[src/rtl/memory_access_if.sv]
// Data-memory bus between the memory-access stage (master) and the data memory (slave).
// The memory completes an access by raising mem_ready, with load data on mem_rdata in the same cycle.
interface memory_access_if;
    logic        mem_req;
    logic        mem_we;
    logic [31:0] mem_addr;
    logic [31:0] mem_wdata;
    logic [3:0]  mem_wstrb;
    logic        mem_ready;
    logic [31:0] mem_rdata;

    modport master (
        output mem_req, mem_we, mem_addr, mem_wdata, mem_wstrb,
        input  mem_ready, mem_rdata
    );

    modport slave (
        input  mem_req, mem_we, mem_addr, mem_wdata, mem_wstrb,
        output mem_ready, mem_rdata
    );
endinterface

[src/rtl/memory_access.sv]
// Memory-access pipeline stage: latches execute results, runs loads/stores over a req/ready bus
// with an optional timeout, and presents a registered write-back bundle.
module memory_access #(
    parameter int WAIT_TIMEOUT = 255
) (
    input  logic        clk,
    input  logic        rst,
    input  logic        ex_valid,
    input  logic [31:0] ex_result,
    input  logic [31:0] ex_rs2_value,
    input  logic [2:0]  ex_funct3,
    input  logic        ex_MemRead,
    input  logic        ex_MemWrite,
    input  logic        ex_RegWrite,
    input  logic [4:0]  ex_RegDest,
    output logic        stall,
    memory_access_if.master mem,
    output logic        wb_valid,
    output logic        wb_RegWrite,
    output logic [4:0]  wb_RegDest,
    output logic [31:0] wb_data,
    output logic        misaligned,
    output logic        bus_err
);
    localparam int CNT_W = (WAIT_TIMEOUT > 1) ? $clog2(WAIT_TIMEOUT + 1) : 1;
    localparam logic [CNT_W-1:0] CNT_LAST = CNT_W'((WAIT_TIMEOUT > 0) ? WAIT_TIMEOUT - 1 : 0);

    typedef enum logic {IDLE, WAIT} state_t;

    state_t           state;
    logic [CNT_W-1:0] waitCnt;
    logic [1:0]       off_p1;
    logic [2:0]       funct3_p1;
    logic             regWrite_p1;
    logic [4:0]       regDest_p1;

    logic        isMem;
    logic        illegal;
    logic [1:0]  off;
    logic [3:0]  strb;
    logic [31:0] wdata;

    // Shift the addressed lane down, then sign- or zero-extend by access size.
    function automatic logic [31:0] formatLoad(input logic [31:0] rdata,
                                               input logic [1:0]  laneOff,
                                               input logic [2:0]  f3);
        logic [31:0] sh;
        sh = rdata >> {laneOff, 3'b000};
        case (f3)
            3'b000:  return {{24{sh[7]}}, sh[7:0]};
            3'b001:  return {{16{sh[15]}}, sh[15:0]};
            3'b100:  return {24'd0, sh[7:0]};
            3'b101:  return {16'd0, sh[15:0]};
            default: return sh;
        endcase
    endfunction

    always_comb begin
        off     = ex_result[1:0];
        isMem   = ex_MemRead | ex_MemWrite;
        illegal = 1'b0;
        strb    = 4'b0000;
        wdata   = ex_rs2_value;
        case (ex_funct3[1:0])
            2'b00: begin
                strb  = 4'b0001 << off;
                wdata = {4{ex_rs2_value[7:0]}};
            end
            2'b01: begin
                strb    = 4'b0011 << off;
                wdata   = {2{ex_rs2_value[15:0]}};
                illegal = off[0];
            end
            2'b10: begin
                strb    = 4'b1111;
                illegal = (off != 2'b00);
            end
            default: illegal = 1'b1;
        endcase
        // Both-direction ops, funct3 11x and unsigned stores have no meaning on this bus.
        if ((ex_MemRead & ex_MemWrite) | (ex_funct3[2] & ex_funct3[1]) | (ex_MemWrite & ex_funct3[2]))
            illegal = 1'b1;
    end

    always_ff @(posedge clk or negedge rst) begin
        if (!rst) begin
            state         <= IDLE;
            waitCnt       <= '0;
            stall         <= 1'b0;
            mem.mem_req   <= 1'b0;
            mem.mem_we    <= 1'b0;
            mem.mem_addr  <= '0;
            mem.mem_wdata <= '0;
            mem.mem_wstrb <= '0;
            off_p1        <= '0;
            funct3_p1     <= '0;
            regWrite_p1   <= 1'b0;
            regDest_p1    <= '0;
            wb_valid      <= 1'b0;
            wb_RegWrite   <= 1'b0;
            wb_RegDest    <= '0;
            wb_data       <= '0;
            misaligned    <= 1'b0;
            bus_err       <= 1'b0;
        end else begin
            wb_valid   <= 1'b0;
            misaligned <= 1'b0;
            bus_err    <= 1'b0;
            case (state)
                IDLE: begin
                    if (ex_valid) begin
                        if (!isMem) begin
                            wb_valid    <= 1'b1;
                            wb_data     <= ex_result;
                            wb_RegDest  <= ex_RegDest;
                            wb_RegWrite <= ex_RegWrite & (ex_RegDest != 5'd0);
                        end else if (illegal) begin
                            misaligned  <= 1'b1;
                            wb_valid    <= 1'b1;
                            wb_RegDest  <= ex_RegDest;
                            wb_RegWrite <= 1'b0;
                        end else begin
                            // ---- stage boundary: execute -> memory access (WAIT) ----
                            state         <= WAIT;
                            stall         <= 1'b1;
                            waitCnt       <= '0;
                            mem.mem_req   <= 1'b1;
                            mem.mem_we    <= ex_MemWrite;
                            mem.mem_addr  <= {ex_result[31:2], 2'b00};
                            mem.mem_wdata <= wdata;
                            mem.mem_wstrb <= ex_MemWrite ? strb : 4'b0000;
                            off_p1        <= off;
                            funct3_p1     <= ex_funct3;
                            regWrite_p1   <= ex_RegWrite & (ex_RegDest != 5'd0);
                            regDest_p1    <= ex_RegDest;
                        end
                    end
                end
                WAIT: begin
                    if (mem.mem_ready) begin
                        // ---- stage boundary: memory access -> write-back ----
                        state       <= IDLE;
                        stall       <= 1'b0;
                        mem.mem_req <= 1'b0;
                        wb_valid    <= 1'b1;
                        wb_RegDest  <= regDest_p1;
                        wb_RegWrite <= mem.mem_we ? 1'b0 : regWrite_p1;
                        wb_data     <= mem.mem_we ? 32'd0 : formatLoad(mem.mem_rdata, off_p1, funct3_p1);
                    end else if ((WAIT_TIMEOUT != 0) && (waitCnt == CNT_LAST)) begin
                        state       <= IDLE;
                        stall       <= 1'b0;
                        mem.mem_req <= 1'b0;
                        bus_err     <= 1'b1;
                        wb_valid    <= 1'b1;
                        wb_RegDest  <= regDest_p1;
                        wb_RegWrite <= 1'b0;
                    end else begin
                        waitCnt <= waitCnt + 1'b1;
                    end
                end
                default: state <= IDLE;
            endcase
        end
    end
endmodule

[src/flat_wrapper.sv]
// flat-port wrapper written by rule: the top's interface ports become plain ports
module memory_access_flat 
#(
    parameter int WAIT_TIMEOUT = 255
)
  (clk, rst, ex_valid, ex_result, ex_rs2_value, ex_funct3, ex_MemRead, ex_MemWrite, ex_RegWrite, ex_RegDest, stall, wb_valid, wb_RegWrite, wb_RegDest, wb_data, misaligned, bus_err, mem_mem_req, mem_mem_we, mem_mem_addr, mem_mem_wdata, mem_mem_wstrb, mem_mem_ready, mem_mem_rdata);
  memory_access_if mem_i ();
  input  logic clk;
  input  logic rst;
  input  logic ex_valid;
  input  logic [31:0] ex_result;
  input  logic [31:0] ex_rs2_value;
  input  logic [2:0] ex_funct3;
  input  logic ex_MemRead;
  input  logic ex_MemWrite;
  input  logic ex_RegWrite;
  input  logic [4:0] ex_RegDest;
  output logic stall;
  output logic wb_valid;
  output logic wb_RegWrite;
  output logic [4:0] wb_RegDest;
  output logic [31:0] wb_data;
  output logic misaligned;
  output logic bus_err;
  output wire logic [$bits(mem_i.mem_req)-1:0] mem_mem_req;
  output wire logic [$bits(mem_i.mem_we)-1:0] mem_mem_we;
  output wire logic [$bits(mem_i.mem_addr)-1:0] mem_mem_addr;
  output wire logic [$bits(mem_i.mem_wdata)-1:0] mem_mem_wdata;
  output wire logic [$bits(mem_i.mem_wstrb)-1:0] mem_mem_wstrb;
  input wire logic [$bits(mem_i.mem_ready)-1:0] mem_mem_ready;
  input wire logic [$bits(mem_i.mem_rdata)-1:0] mem_mem_rdata;
  assign mem_mem_req = mem_i.mem_req;
  assign mem_mem_we = mem_i.mem_we;
  assign mem_mem_addr = mem_i.mem_addr;
  assign mem_mem_wdata = mem_i.mem_wdata;
  assign mem_mem_wstrb = mem_i.mem_wstrb;
  assign mem_i.mem_ready = mem_mem_ready;
  assign mem_i.mem_rdata = mem_mem_rdata;
  memory_access #(.WAIT_TIMEOUT(WAIT_TIMEOUT)) u_core (.clk(clk), .rst(rst), .ex_valid(ex_valid), .ex_result(ex_result), .ex_rs2_value(ex_rs2_value), .ex_funct3(ex_funct3), .ex_MemRead(ex_MemRead), .ex_MemWrite(ex_MemWrite), .ex_RegWrite(ex_RegWrite), .ex_RegDest(ex_RegDest), .stall(stall), .mem(mem_i), .wb_valid(wb_valid), .wb_RegWrite(wb_RegWrite), .wb_RegDest(wb_RegDest), .wb_data(wb_data), .misaligned(misaligned), .bus_err(bus_err));
endmodule
[config.mk]
export PLATFORM = sky130hd
export DESIGN_NAME = memory_access_flat
export DESIGN_NICKNAME = d
export VERILOG_FILES = /design/src/rtl/memory_access_if.sv /design/src/rtl/memory_access.sv /design/src/flat_wrapper.sv
export SDC_FILE = /design/constraint.sdc
export NUM_CORES = 1
export LEC_CHECK = 0
export CAP_MARGIN = 20
export CELL_PAD_IN_SITES_DETAIL_PLACEMENT = 0
export CELL_PAD_IN_SITES_GLOBAL_PLACEMENT = 1
export CORE_MARGIN = 3
export CORE_UTILIZATION = 30
export DETAILED_ROUTE_END_ITERATION = 7
export HOLD_SLACK_MARGIN = 0.08
export MAX_ROUTING_LAYER = met4
export PLACE_DENSITY = 0.73
export SYNTH_ARGS = -nofsm -noshare
export SYNTH_HDL_FRONTEND = slang
export SYNTH_SLANG_ARGS = --single-unit
export TNS_END_PERCENT = 50
[constraint.sdc]
create_clock -name clk -period 2.05 [get_ports clk]
set_input_delay 0.3075 -clock clk [delete_from_list [all_inputs] [get_ports clk]]
set_output_delay 0.3075 -clock clk [all_outputs]
set_load 0.005 [all_outputs]
==> run_results.csv, run 1 <==
group,metric,value,unit
clock_tree,cts_tree,"yes",
logic_synthesis,yosys_warnings,0,
sta,final.setup_skew,0.00840,ns
critical_path,crit_path_cell_trace,"mux2i_1, mux4_2, or4_1, buf_6, o211ai_1",
critical_path,worstPathRequired,2.37,ns
global_routing,antenna_found_initial,0,
logic_synthesis,syn-instance-count,587,
clock_tree,path_clk_slew,0.06,ns
layout,num_antenna_cells,0,
clock_tree,clk_path_buf_depth,2,
logic_synthesis,synthDistinctLibCells,50,
placement,placedInstanceArea,9140,sq um
pwr,power_density,1010,nW/um^2
drt,wl_per_cell,18.9,um
sta,drv_slew,0,
logic_synthesis,synth_edf_count,0,
die,num_io_pins,223,
critical_path,crit_fanout,16,
critical_path,crit_path_end_kind,"flip-flop",
sta,period_needed,2.01,ns
sta,clock.fmax,499,MHz
logic_synthesis,syn_area,6270,sq um
drt,initialDrtViolationCount,246,
critical_path,critPathLaunch,"u_core.off_p1[0]",
layout,area_delta_synth_final,56.1,%
clock_tree,h-tree-depth,4,
die,coreArea,20400,sq um
layout,fin_cells,1127,
clock_tree,clock_latency,0.42,ns
logic_synthesis,ys_ff_latch,129,
die,start_util,0.308,
layout,layout-drive-gt1-share,0.191,
placement,place_ws,-0.261,ns
logic_synthesis,yosysSeqAreaShare,0.515,
die,rows,52,
clock_tree,cts_buffers,17,
drt,drc,0,
sta,fin_crit_sh,0.978,
global_routing,grt_usage,0.195,
drt,vias_per_cell,4.94,
logic_synthesis,async_flop_share,1.00,
clock_tree,ctsRootBufferMaster,"clkbuf_16",
run_status,status,"complete, no violations",
layout,fin_util,0.480,
flow_run,maxCapViolations,0,
pwr,power_leakage,0.00410,uW
placement,routabilityCongestion,0.872,
drt,ant_nets,0,
pwr,ir_drop,0.582,mV
sta,finalSetupViolations,0,
layout,final_cell_area,9780,sq um
critical_path,worstPathArrival,2.33,ns
sta,relSlewSlack,0.258,
sta,rsz0062_at_grt,"false",
logic_synthesis,synth_area_per_cell,10.7,sq um
logic_synthesis,ys.flop_type,"dfrtp_1",
sta,tightestPinTransition,1.11,ns
sta,hold_viol,0,
die,die_w,151,um
placement,dp_hpwl,16.2,mm
critical_path,r2r-start,"u_core.off_p1[0]",
critical_path,slowest_stage,"or4_1",
drt,wl,21.3,mm
critical_path,cp-start-kind,"flip-flop",
drt,vias,5567,
sta,fin_ws,0.0443,ns
global_routing,grt_pass1_vias,5950,
die,die-area,22700,sq um
die,die_h,151,um
layout,finalNetCount,957,
clock_tree,numClockSinks,129,
global_routing,grt_max_degree,48,
critical_path,path_class,"flip-flop to flip-flop",
global_routing,grt-ovfl-total,0,
placement,portBuffers,220,
critical_path,worst_path_largest_cell_delay,0.50,ns
placement,place_inst,1093,
global_routing,grt_pass1_wl,33.2,mm
drt,drt-pass1-iter-count,4,
hold_path,hp-class,"input port to async pin",
-- synthesized netlist by cell type, types with 9 or more instances --
cell type	number	area share
mux2_2	60	0.11
nor2_1	55	0.033
nand2_1	48	0.029
o22ai_1	10	0.010
buf_2	10	0.0080
o21ai_0	42	0.034
mux2i_1	41	0.065
a21oi_1	48	0.038
o221ai_1	9	0.013
clkbuf_1	24	0.014
nor2b_1	20	0.020
dfrtp_1	129	0.52
-- layout make-up --
type	count	area, sq um
Fill cell	1853	10600
Inverter	4	15.0
Multi-Input combinational cell	410	2840
Clock inverter	15	196
Timing Repair Buffer	282	2740
Clock buffer	17	425
Sequential cell	129	3230
Tap cell	270	338
-- worst max-delay path, delay by kind of cell, from the launching register on --
family / cells / cell delay [ns]
mux: 2 / 0.65
flops: 1 / 0.46
simple gates: 1 / 0.50
compound gates: 1 / 0.12
buf+inv: 1 / 0.18
-- final timing paths --
check	cells past startpoint	slack, ns	to
worst min register to register	2	0.48	u_core.mem.mem_wdata[14]
worst max-delay path	5	0.04	u_core.wb_data[31]
worst max register to register	5	0.04	u_core.wb_data[31]
min in group clk	2	0.48	u_core.mem.mem_wdata[14]
max in group asynchronous	3	1.03	u_core.off_p1[0]
worst min-delay path	2	0.38	u_core.wb_data[13]
-- timing repair --
action | CTS | global route
setup buffers | 0 | 1
hold endpoints to repair | 42 | 0
endpoints found under the setup margin | 2 | 7
cloned | 0 | 0
hold buffers | 1 | 0
gates resized for setup | 1 | 2
-- layer usage --
layer  GRT usage  up-vias  routed length, um
li1            -     2625                  -
met1       0.241     2670               9000
met5           -        -                  0
met4      0.0544        0                448
met3      0.0713       27               2120
met2       0.302      245               9740
-- power by group --
| part | switching (uW) | internal (uW) | leakage (uW) |
|---|---|---|---|
| clock | 1280 | 1950 | 0.000302 |
| combinational | 1170 | 1880 | 0.00224 |
| sequential | 407 | 3170 | 0.00155 |
-- cells by family after synthesis --
kind of cell               share of synthesized area
and+or+nand+nor                                0.114
AOI/OAI and AO/OA                              0.148
xor gates and xnor gates                     0.00140
muxes                                          0.181
other                                       0.000598
DFF                                            0.515
buffers and inverters                         0.0355
adders and majority gates                    0.00399
-- registers in the layout (all words and copies together), names as in the netlist, 2 cells and up --
signal	flops
u_core.funct3_p1	3
u_core.mem.mem_addr	30
u_core.mem.mem_wdata	32
u_core.mem.mem_wstrb	4
u_core.off_p1	2
u_core.regDest_p1	5
u_core.waitCnt	8
u_core.wb_RegDest	5
u_core.wb_data	32
-- metrics by stage --
stage               total power, uW  setup TNS (ns)  hold WS (ns)
floorplan                      4710               0        0.0119
global placement               6610          -12.16         0.263
detailed placement             6670          -19.00         0.267
CTS                            9950               0         0.404
global route                  10400               0         0.409
finish                         9860               0         0.380
-- layout by cell type (no fill, tap or decap), types with 8 or more instances in the layout --
cell / instances
a21oi_1: 48
buf_4: 55
clkbuf_16: 17
clkdlybuf4s50_1: 219
dfrtp_1: 128
mux2_2: 60
mux2i_1: 41
nand2_1: 48
nor2_1: 55
nor2b_1: 20
o21ai_0: 41
o221ai_1: 8
o22ai_1: 10
Note: power is estimated with default switching activity, not from simulation.
==> inputs of run 2 (changes only) <==
Settings changed: CORE_ASPECT_RATIO set to 0.5.
==> run_results.csv, run 2 (same netlist as run 1, synthesis figures left out) <==
group,metric,value,unit
run_status,status,"complete, no violations",
critical_path,path_class,"flip-flop to flip-flop",
global_routing,grt_pass1_wl,31.5,mm
sta,relSlewSlack,0.378,
placement,portBuffers,220,
die,num_io_pins,223,
global_routing,grt-ovfl-total,0,
drt,wl_per_cell,18.4,um
sta,period_needed,2.00,ns
critical_path,reg2reg_depth,5,
global_routing,antenna_found_initial,0,
placement,routabilityCongestion,0.870,
clock_tree,cts_buffers,17,
critical_path,r2r-end,"u_core.wb_data[28]",
die,die_w,210,um
placement,dp_hpwl,15.6,mm
drt,ant_nets,0,
pwr,power_density,1010,nW/um^2
global_routing,grt_usage,0.182,
flow_run,maxCapViolations,0,
clock_tree,clk_path_buf_depth,2,
critical_path,worstPathRequired,2.37,ns
layout,finalNetCount,949,
die,die-area,22800,sq um
drt,initialDrtViolationCount,261,
pwr,ir_drop,0.597,mV
clock_tree,cts_tree,"yes",
layout,fin_util,0.487,
drt,vias,5484,
clock_tree,h-tree-depth,4,
critical_path,worstPathArrival,2.33,ns
layout,layout-drive-gt1-share,0.183,
drt,wl,20.5,mm
pwr,power_leakage,0.00406,uW
drt,drt-pass1-iter-count,5,
sta,clock.fmax,500,MHz
sta,finalSetupViolations,0,
layout,top_regs,"u_core.mem.mem_wdata: 32 flops, u_core.wb_data: 32 flops, u_core.mem.mem_addr: 30 flops",
sta,rsz0062_at_grt,"false",
hold_path,hp-class,"input port to async pin",
die,coreArea,20000,sq um
sta,final.setup_skew,0.0123,ns
critical_path,cp-start-kind,"flip-flop",
critical_path,crit_path_end_kind,"flip-flop",
layout,area_delta_synth_final,55.2,%
critical_path,r2r-start,"u_core.off_p1[0]",
sta,hold_viol,0,
global_routing,grt_pass1_vias,5635,
global_routing,grt_max_degree,55,
clock_tree,numClockSinks,129,
pwr,p_total,9860,uW
layout,final_common_cell,"clkdlybuf4s50_1",
drt,drc,0,
sta,drv_slew,0,
layout,num_antenna_cells,0,
clock_tree,ctsRootBufferMaster,"clkbuf_16",
layout,layout_common_cells,"219 x clkdlybuf4s50_1, 128 x dfrtp_1, 60 x mux2_2",
drt,vias_per_cell,4.92,
die,rows,36,
clock_tree,clock_latency,0.42,ns
die,die_h,108,um
critical_path,regToRegSetupSlack,0.05,ns
clock_tree,post_cts_buffers,0,
sta,tightestPinTransition,0.932,ns
clock_tree,path_clk_slew,0.06,ns
sta,fin_crit_sh,0.976,
critical_path,crit_fanout,16,
die,start_util,0.314,
-- run 2: changes by cell type in the layout (fill, tap and decap cells not counted), sizes merged --
cell and delta:
clkinv +1, bufinv +1, clkinvlp +2, inv -7, buf -8, clkbuf +3
-- run 2: critical path, stage by stage, from the launching register on --
cell and delay, ns:
dfrtp_2 0.48, mux2i_1 0.16, mux4_2 0.49, or4_1 0.50, buf_6 0.18, o211ai_1 0.10
-- run 2: cell type report --
class / instances / area (sq um)
fill: 1858 / 10200
sequential: 129 / 3230
multi-input combinational: 410 / 2840
timing repair buffer: 274 / 2670
clock buffer: 20 / 457
tap: 266 / 333
clock inverter: 12 / 183
inverter: 4 / 15.0
-- run 2: worst max path at each step --
stage                      start            endpoint  cells past startpoint
3_3_place_gp   mem_mem_rdata[23]  u_core.wb_data[25]                      6
6_report        u_core.off_p1[0]  u_core.wb_data[28]                      5
4_1_cts         u_core.off_p1[0]  u_core.wb_data[28]                      5
5_1_grt         u_core.off_p1[0]  u_core.wb_data[24]                      5
2_1_floorplan   u_core.off_p1[0]  u_core.wb_data[16]                      7
3_5_place_dp   mem_mem_rdata[15]  u_core.wb_data[24]                      6
-- run 2: metal layers --
| metal | share of wire | up-vias | GRT usage | wire length, um |
|---|---|---|---|---|
| met5 | 0 | - | - | 0 |
| met4 | 0.014 | 0 | 0.0415 | 293 |
| met3 | 0.045 | 24 | 0.0414 | 931 |
| met2 | 0.49 | 128 | 0.298 | 9980 |
| met1 | 0.45 | 2709 | 0.233 | 9290 |
| li1 | - | 2623 | - | - |
-- run 2: what timing repair did --
action                                  in CTS  in global routing
hold endpoints to repair                    38                  0
hold buffers                                 1                  0
gates resized for setup                      1                  2
endpoints found under the setup margin       8                 16
-- run 2: report_power, final --
part / internal (uW) / switching, uW
sequential: 3170 / 387
clock: 2110 / 1190
combinational: 1850 / 1160
-- run 2: through the flow --
step	worst slack, ns	area [sq um]	std cells	hold WS [ns]	setup TNS (ns)
floorplan	0.107	6270	588	0.0119	0
global placement	-0.222	9070	1082	0.247	-12.76
detailed placement	-0.249	9070	1082	0.245	-17.58
CTS	0.0338	9720	1115	0.367	0
global route	0.000240	9720	1115	0.389	0
finish	0.0495	9720	1115	0.360	0
